**src/rtl/sub_pkg.sv**
```systemverilog
// Shared types and constants for the bit-serial subtractor.
// Latency/backpressure: n/a (declarations only).
// State encoding is 2-bit so the FSM register stays narrow.
package sub_pkg;
    localparam int SUB_WIDTH = 16;
    localparam int SUB_CNT_W = $clog2(SUB_WIDTH);

    typedef enum logic [1:0] {
        IDLE = 2'd0,
        RUN  = 2'd1,
        DONE = 2'd2
    } sub_state_t;
endpackage

```
**src/rtl/serial_sub16_fs_bit.sv**
```systemverilog
// One-bit full subtractor: d = x - y - bin, bout = borrow out.
// Latency: combinational. Backpressure: none.
module fs_bit (
    input  logic x,
    input  logic y,
    input  logic bin,
    output logic d,
    output logic bout
);
    always_comb begin
        d    = x ^ y ^ bin;
        bout = (~x & y) | (~(x ^ y) & bin);
    end
endmodule

```
**src/rtl/serial_sub16.sv**
```systemverilog
// Bit-serial a - b, LSB first, with borrow/sign/zero/parity/overflow flags.
// Latency: done pulses WIDTH clocks after the accepting edge; results held until the next completion.
// Backpressure: start is ignored while busy; accepted again in IDLE or DONE.
module serial_sub16
    import sub_pkg::*;
#(
    parameter int WIDTH = SUB_WIDTH
) (
    input  logic             clk,
    input  logic             rst,
    input  logic             start,
    input  logic [WIDTH-1:0] a,
    input  logic [WIDTH-1:0] b,
    output logic             busy,
    output logic             done,
    output logic [WIDTH-1:0] diff,
    output logic             borrow,
    output logic             sign,
    output logic             zero,
    output logic             parity,
    output logic             overflow
);
    localparam int CW = $clog2(WIDTH);

    sub_state_t       state, state_nxt;
    logic [CW-1:0]    cnt;
    logic [WIDTH-1:0] sa, sb, sd;
    logic             bin, zacc, pacc, amsb, bmsb;
    logic             d_bit, bout_bit;
    logic             accept, last;

    fs_bit u_fs (
        .x    (sa[0]),
        .y    (sb[0]),
        .bin  (bin),
        .d    (d_bit),
        .bout (bout_bit)
    );

    always_comb begin
        state_nxt = state;
        busy      = 1'b0;
        done      = 1'b0;
        accept    = 1'b0;
        last      = 1'b0;
        case (state)
            IDLE: begin
                accept = start;
                if (start) state_nxt = RUN;
            end
            RUN: begin
                busy = 1'b1;
                last = (cnt == CW'(WIDTH - 1));
                if (last) state_nxt = DONE;
            end
            DONE: begin
                done      = 1'b1;
                accept    = start;
                state_nxt = start ? RUN : IDLE;
            end
            default: state_nxt = IDLE;
        endcase
    end

    always_ff @(posedge clk) begin
        if (rst) begin
            state    <= IDLE;
            cnt      <= '0;
            sa       <= '0;
            sb       <= '0;
            sd       <= '0;
            bin      <= 1'b0;
            zacc     <= 1'b0;
            pacc     <= 1'b0;
            amsb     <= 1'b0;
            bmsb     <= 1'b0;
            diff     <= '0;
            borrow   <= 1'b0;
            sign     <= 1'b0;
            zero     <= 1'b0;
            parity   <= 1'b0;
            overflow <= 1'b0;
        end else begin
            state <= state_nxt;
            if (accept) begin
                sa   <= a;
                sb   <= b;
                bin  <= 1'b0;
                cnt  <= '0;
                zacc <= 1'b0;
                pacc <= 1'b0;
                amsb <= a[WIDTH-1];
                bmsb <= b[WIDTH-1];
            end else if (state == RUN) begin
                sa   <= sa >> 1;
                sb   <= sb >> 1;
                sd   <= {d_bit, sd[WIDTH-1:1]};
                bin  <= bout_bit;
                zacc <= zacc | d_bit;
                pacc <= pacc ^ d_bit;
                cnt  <= cnt + 1'b1;
                // Final bit is folded in directly so all results land on the same edge.
                if (last) begin
                    diff     <= {d_bit, sd[WIDTH-1:1]};
                    borrow   <= bout_bit;
                    sign     <= d_bit;
                    zero     <= ~(zacc | d_bit);
                    parity   <= ~(pacc ^ d_bit);
                    overflow <= (amsb ^ bmsb) & (d_bit ^ amsb);
                end
            end
        end
    end
endmodule

```
**config.mk**
```make
export PLATFORM = sky130hd
export DESIGN_NAME = serial_sub16
export DESIGN_NICKNAME = d
export VERILOG_FILES = /design/src/rtl/sub_pkg.sv /design/src/rtl/serial_sub16_fs_bit.sv /design/src/rtl/serial_sub16.sv
export SDC_FILE = /design/constraint.sdc
export NUM_CORES = 1
export LEC_CHECK = 0
export CAP_MARGIN = 20
export CORE_MARGIN = 3
export CORE_UTILIZATION = 43
export DETAILED_ROUTE_END_ITERATION = 16
export GPL_TIMING_DRIVEN = 0
export PLACE_DENSITY = 0.73
export SLEW_MARGIN = 20
export SYNTH_ARGS = -nofsm -noshare
export SYNTH_HDL_FRONTEND = slang
export SYNTH_SLANG_ARGS = --single-unit
```
**constraint.sdc**
```tcl
create_clock -name clk -period 2.1 [get_ports clk]
set_clock_uncertainty 0.2 [all_clocks]
set_input_delay 0.42 -clock clk [delete_from_list [all_inputs] [get_ports clk]]
set_output_delay 0.42 -clock clk [all_outputs]
set_load 0.1 [all_outputs]
```
==> results.txt <==
Synth Instances - 370
RSZ-0062 raised after global routing - false
Grt met2 use - 31.5%
Final Hold Viols - 0
Clock Pin Slew Worst Setup and Hold Paths - 90 ps
Die area - 8160 sq um
Maximum fanout along the worst path - 19
Nets@finish - 474
Clock buffer depth - 2
P_int - 2.31 mW
Global-route usage over all layers - 18.9%
Post-synthesis net count - 407
Worst r2r src - sa[0]
Post-route ant nets - 0
Class of the worst hold path - reg -> reg
Syn avg cell area - 8.26 sq um
Crit path launch type - register
Rel. slew slack - 63.4%
Placed Cells - 523
Fmax - 492 MHz
Drt wl/cell - 14.6 microns
Power share of the sequential group - 50.5%
Clk network pwr share - 36.9%
Area grow syn2layout - 30.5%
Sink of the worst hold path - sd[2]
Global routing usage on met3 - 5.58%
Sequential cell area fraction in the yosys report - 51.1%
Remaining Overflow, GRT - 0
DR iter-0 viols - 173
Clock buffer count from CTS - 9
Pwr dens - 787 nW/um^2
Fin util - 58.4%
WL final - 7840 microns
Worst-Skew Late Latency - 350 ps
Die Wd - 90.3 microns
Placed inst area - 3750 sq um
Mapped cell area - 3060 sq um
Critical Path End Type - output pin
GR peak layer - met2
Fillers - 637
Met1 Track Usage GR - 24.0%
Hold path cells - 2
Max-cap violations - 0
Arrival @ worst endpoint - 1410 ps
Total number of vias - 2828
Tmin final - 2030 ps
Initial antenna violation count - 0
P_leak - 1.37 nW
# IOs - 58
Global-route wire length before repair - 12600 microns
Sw power - 834 uW
Slew @ Worst Pin - 552 ps
Status - complete, no violations
Largest net degree at the start of global routing - 15
ANT cells - 0
Worst hold start - sd[3]
GPL Wtd Cong - 0.796
Drt first pass iters - 4
Fin crit share - 96.8%
Setup CP Type - reg -> out
Die span in y - 90.3 microns
Post-DP HPWL - 5500 microns
FF-to-FF path depth - 5
Vias in the first global route - 2712
Via density - 5.26
Logic pwr share - 12.6%
Sw Ratio - 26.6%
Non-filler cells, final - 538
Worst Path Required - 1480 ps
Share of layout cells above drive strength 1 - 14.9%
Clk sink count - 78
Synth Warn # - 0
H-tree levels - 3
Clock root cell - clkbuf_8
Core area - 6830 sq um
Distinct cell type count after synthesis - 30
FF-to-FF setup slack - 170 ps
CTS tree - done
Worst vdd ir - 0.000456 V
Drt drc - 0
#FFs+latches synth - 78
# setup viols final - 0
Post-route cell area - 3990 sq um
Setup bufs post-CTS - 0
Reg-to-reg endpoint - pacc
Initial core utilization - 44.8%
PortBufs - 57
Row count - 30
Pins Over Slew Limit - 0
per-stage QoR:
stage	setup WS, ps	TNS [ps]	hold slack, ps	power [mW]
after global routing	23.7	0	294	3.25
after detailed placement	-682	-3960	261	2.01
after global placement	-663	-3620	243	2.00
final	66.4	0	268	3.14
after CTS	-37.2	-37.2	273	3.16
after floorplan	106	0	231	1.86
worst max path at each step:
stage / startpoint / endpoint / slack [ps] / cells after the start
after global routing: state[1] / busy / 20 / 5
after CTS: state[1] / busy / -40 / 6
final: state[1] / busy / 70 / 5
after detailed placement: state[0] / busy / -680 / 6
after floorplan: diff[15] / diff[15] / 110 / 1
after global placement: state[0] / busy / -660 / 6
cell type report:
cell class	count	area, sq um	share of cell area (%)
well taps	96	120	3.01
repair buffers	57	602	15.1
plain buffers	34	194	4.86
inverters	3	16.3	0.408
clock inverters	6	68.8	1.72
multi-input cells	254	1290	32.3
clock buffers	10	138	3.45
flip-flops and latches	78	1560	39.2
worst max-delay path, stage by stage, from the launching register on:
cell      delay [ps]
dfxtp_2          350
nand2b_4         140
buf_6            130
inv_6             70
buf_8            170
buf_12           190
cells by family (layout without fill, tap and decap cells):
family,count (synthesis),in the layout,share of synthesized area (%)
xor gates and xnor gates,4,4,1.15
AOI/OAI and AO/OA,114,114,20.3
adders and majority gates,2,2,1.06
DFF,78,78,51.1
and+or+nand+nor,134,134,19.4
buffers and inverters,38,110,7.04
timing repair:
action / in CTS / in global routing
gates cloned: 0 / 0
hold buffers: 0 / 0
resized for setup: 83 / 0
pin swaps: 0 / 0
endpoints found under the setup margin: 23 / 1
synth_stat cells:
cell type	count	area [sq um]
buf_6	4	45.0
xnor2_1	3	26.3
nor3b_1	1	7.51
inv_4	1	6.26
buf_2	14	70.1
dfxtp_1	78	1560
a22oi_1	3	22.5
ha_1	1	12.5
and2b_1	1	7.51
fa_1	1	20.0
a31oi_1	16	100
buf_4	6	45.0
nand2b_1	2	12.5
nand3_1	23	115
a211oi_1	3	22.5
nor2_1	9	33.8
nor3_1	23	115
nand2_1	69	259
or3_1	1	6.26
nand3b_1	1	7.51
and3_1	1	6.26
inv_1	2	7.51
and3b_1	1	8.76
o21ai_0	34	170
xor2_1	1	8.76
o22ai_1	11	68.8
clkbuf_1	11	41.3
nor2b_1	1	6.26
a21oi_1	47	235
nand4b_1	1	8.76
state kept, by name, indices dropped and copies added (netlist names):
| name | flops |
|---|---|
| bin | 1 |
| pacc | 1 |
| diff | 16 |
| cnt | 4 |
| amsb | 1 |
| overflow | 1 |
| zero | 1 |
| borrow | 1 |
| sd | 15 |
| sa | 16 |
| zacc | 1 |
| bmsb | 1 |
| state | 2 |
| sb | 16 |
| parity | 1 |
cell usage in the layout (no fill, tap or decap), types with 2 or more instances in the layout:
master           instances
buf_2                   15
clkinv_4                 2
xnor2_1                  3
buf_4                    6
o21ai_0                 34
buf_6                    2
a31oi_1                 16
inv_1                    2
nor3_1                  23
a21oi_1                 47
clkdlybuf4s15_2         21
nor2_1                   9
nand3_1                 23
a211oi_1                 3
inv_6                    2
dfxtp_2                  2
clkbuf_8                10
nand2_1                 69
clkbuf_1                11
clkdlybuf4s50_1         34
a22oi_1                  3
o22ai_1                 11
dfxtp_1                 76
routing by layer:
metal  up-vias  routed length, microns
met2        68                    3820
met4         0                      76
li1       1421                       -
met5         -                       0
met1      1330                    3540
met3         9                     396
power by group through the flow:
| stage | combinational [mW] | sequential (mW) | clock (mW) |
|---|---|---|---|
| 4_1_cts | 0.401 | 1.59 | 1.18 |
| 6_report | 0.395 | 1.59 | 1.16 |
| 3_3_place_gp | 0.381 | 1.61 | 0 |
| 5_1_grt | 0.433 | 1.59 | 1.23 |
| 3_5_place_dp | 0.390 | 1.62 | 0 |
| 2_1_floorplan | 0.251 | 1.61 | 0 |
(Power assumes the default switching activity.)
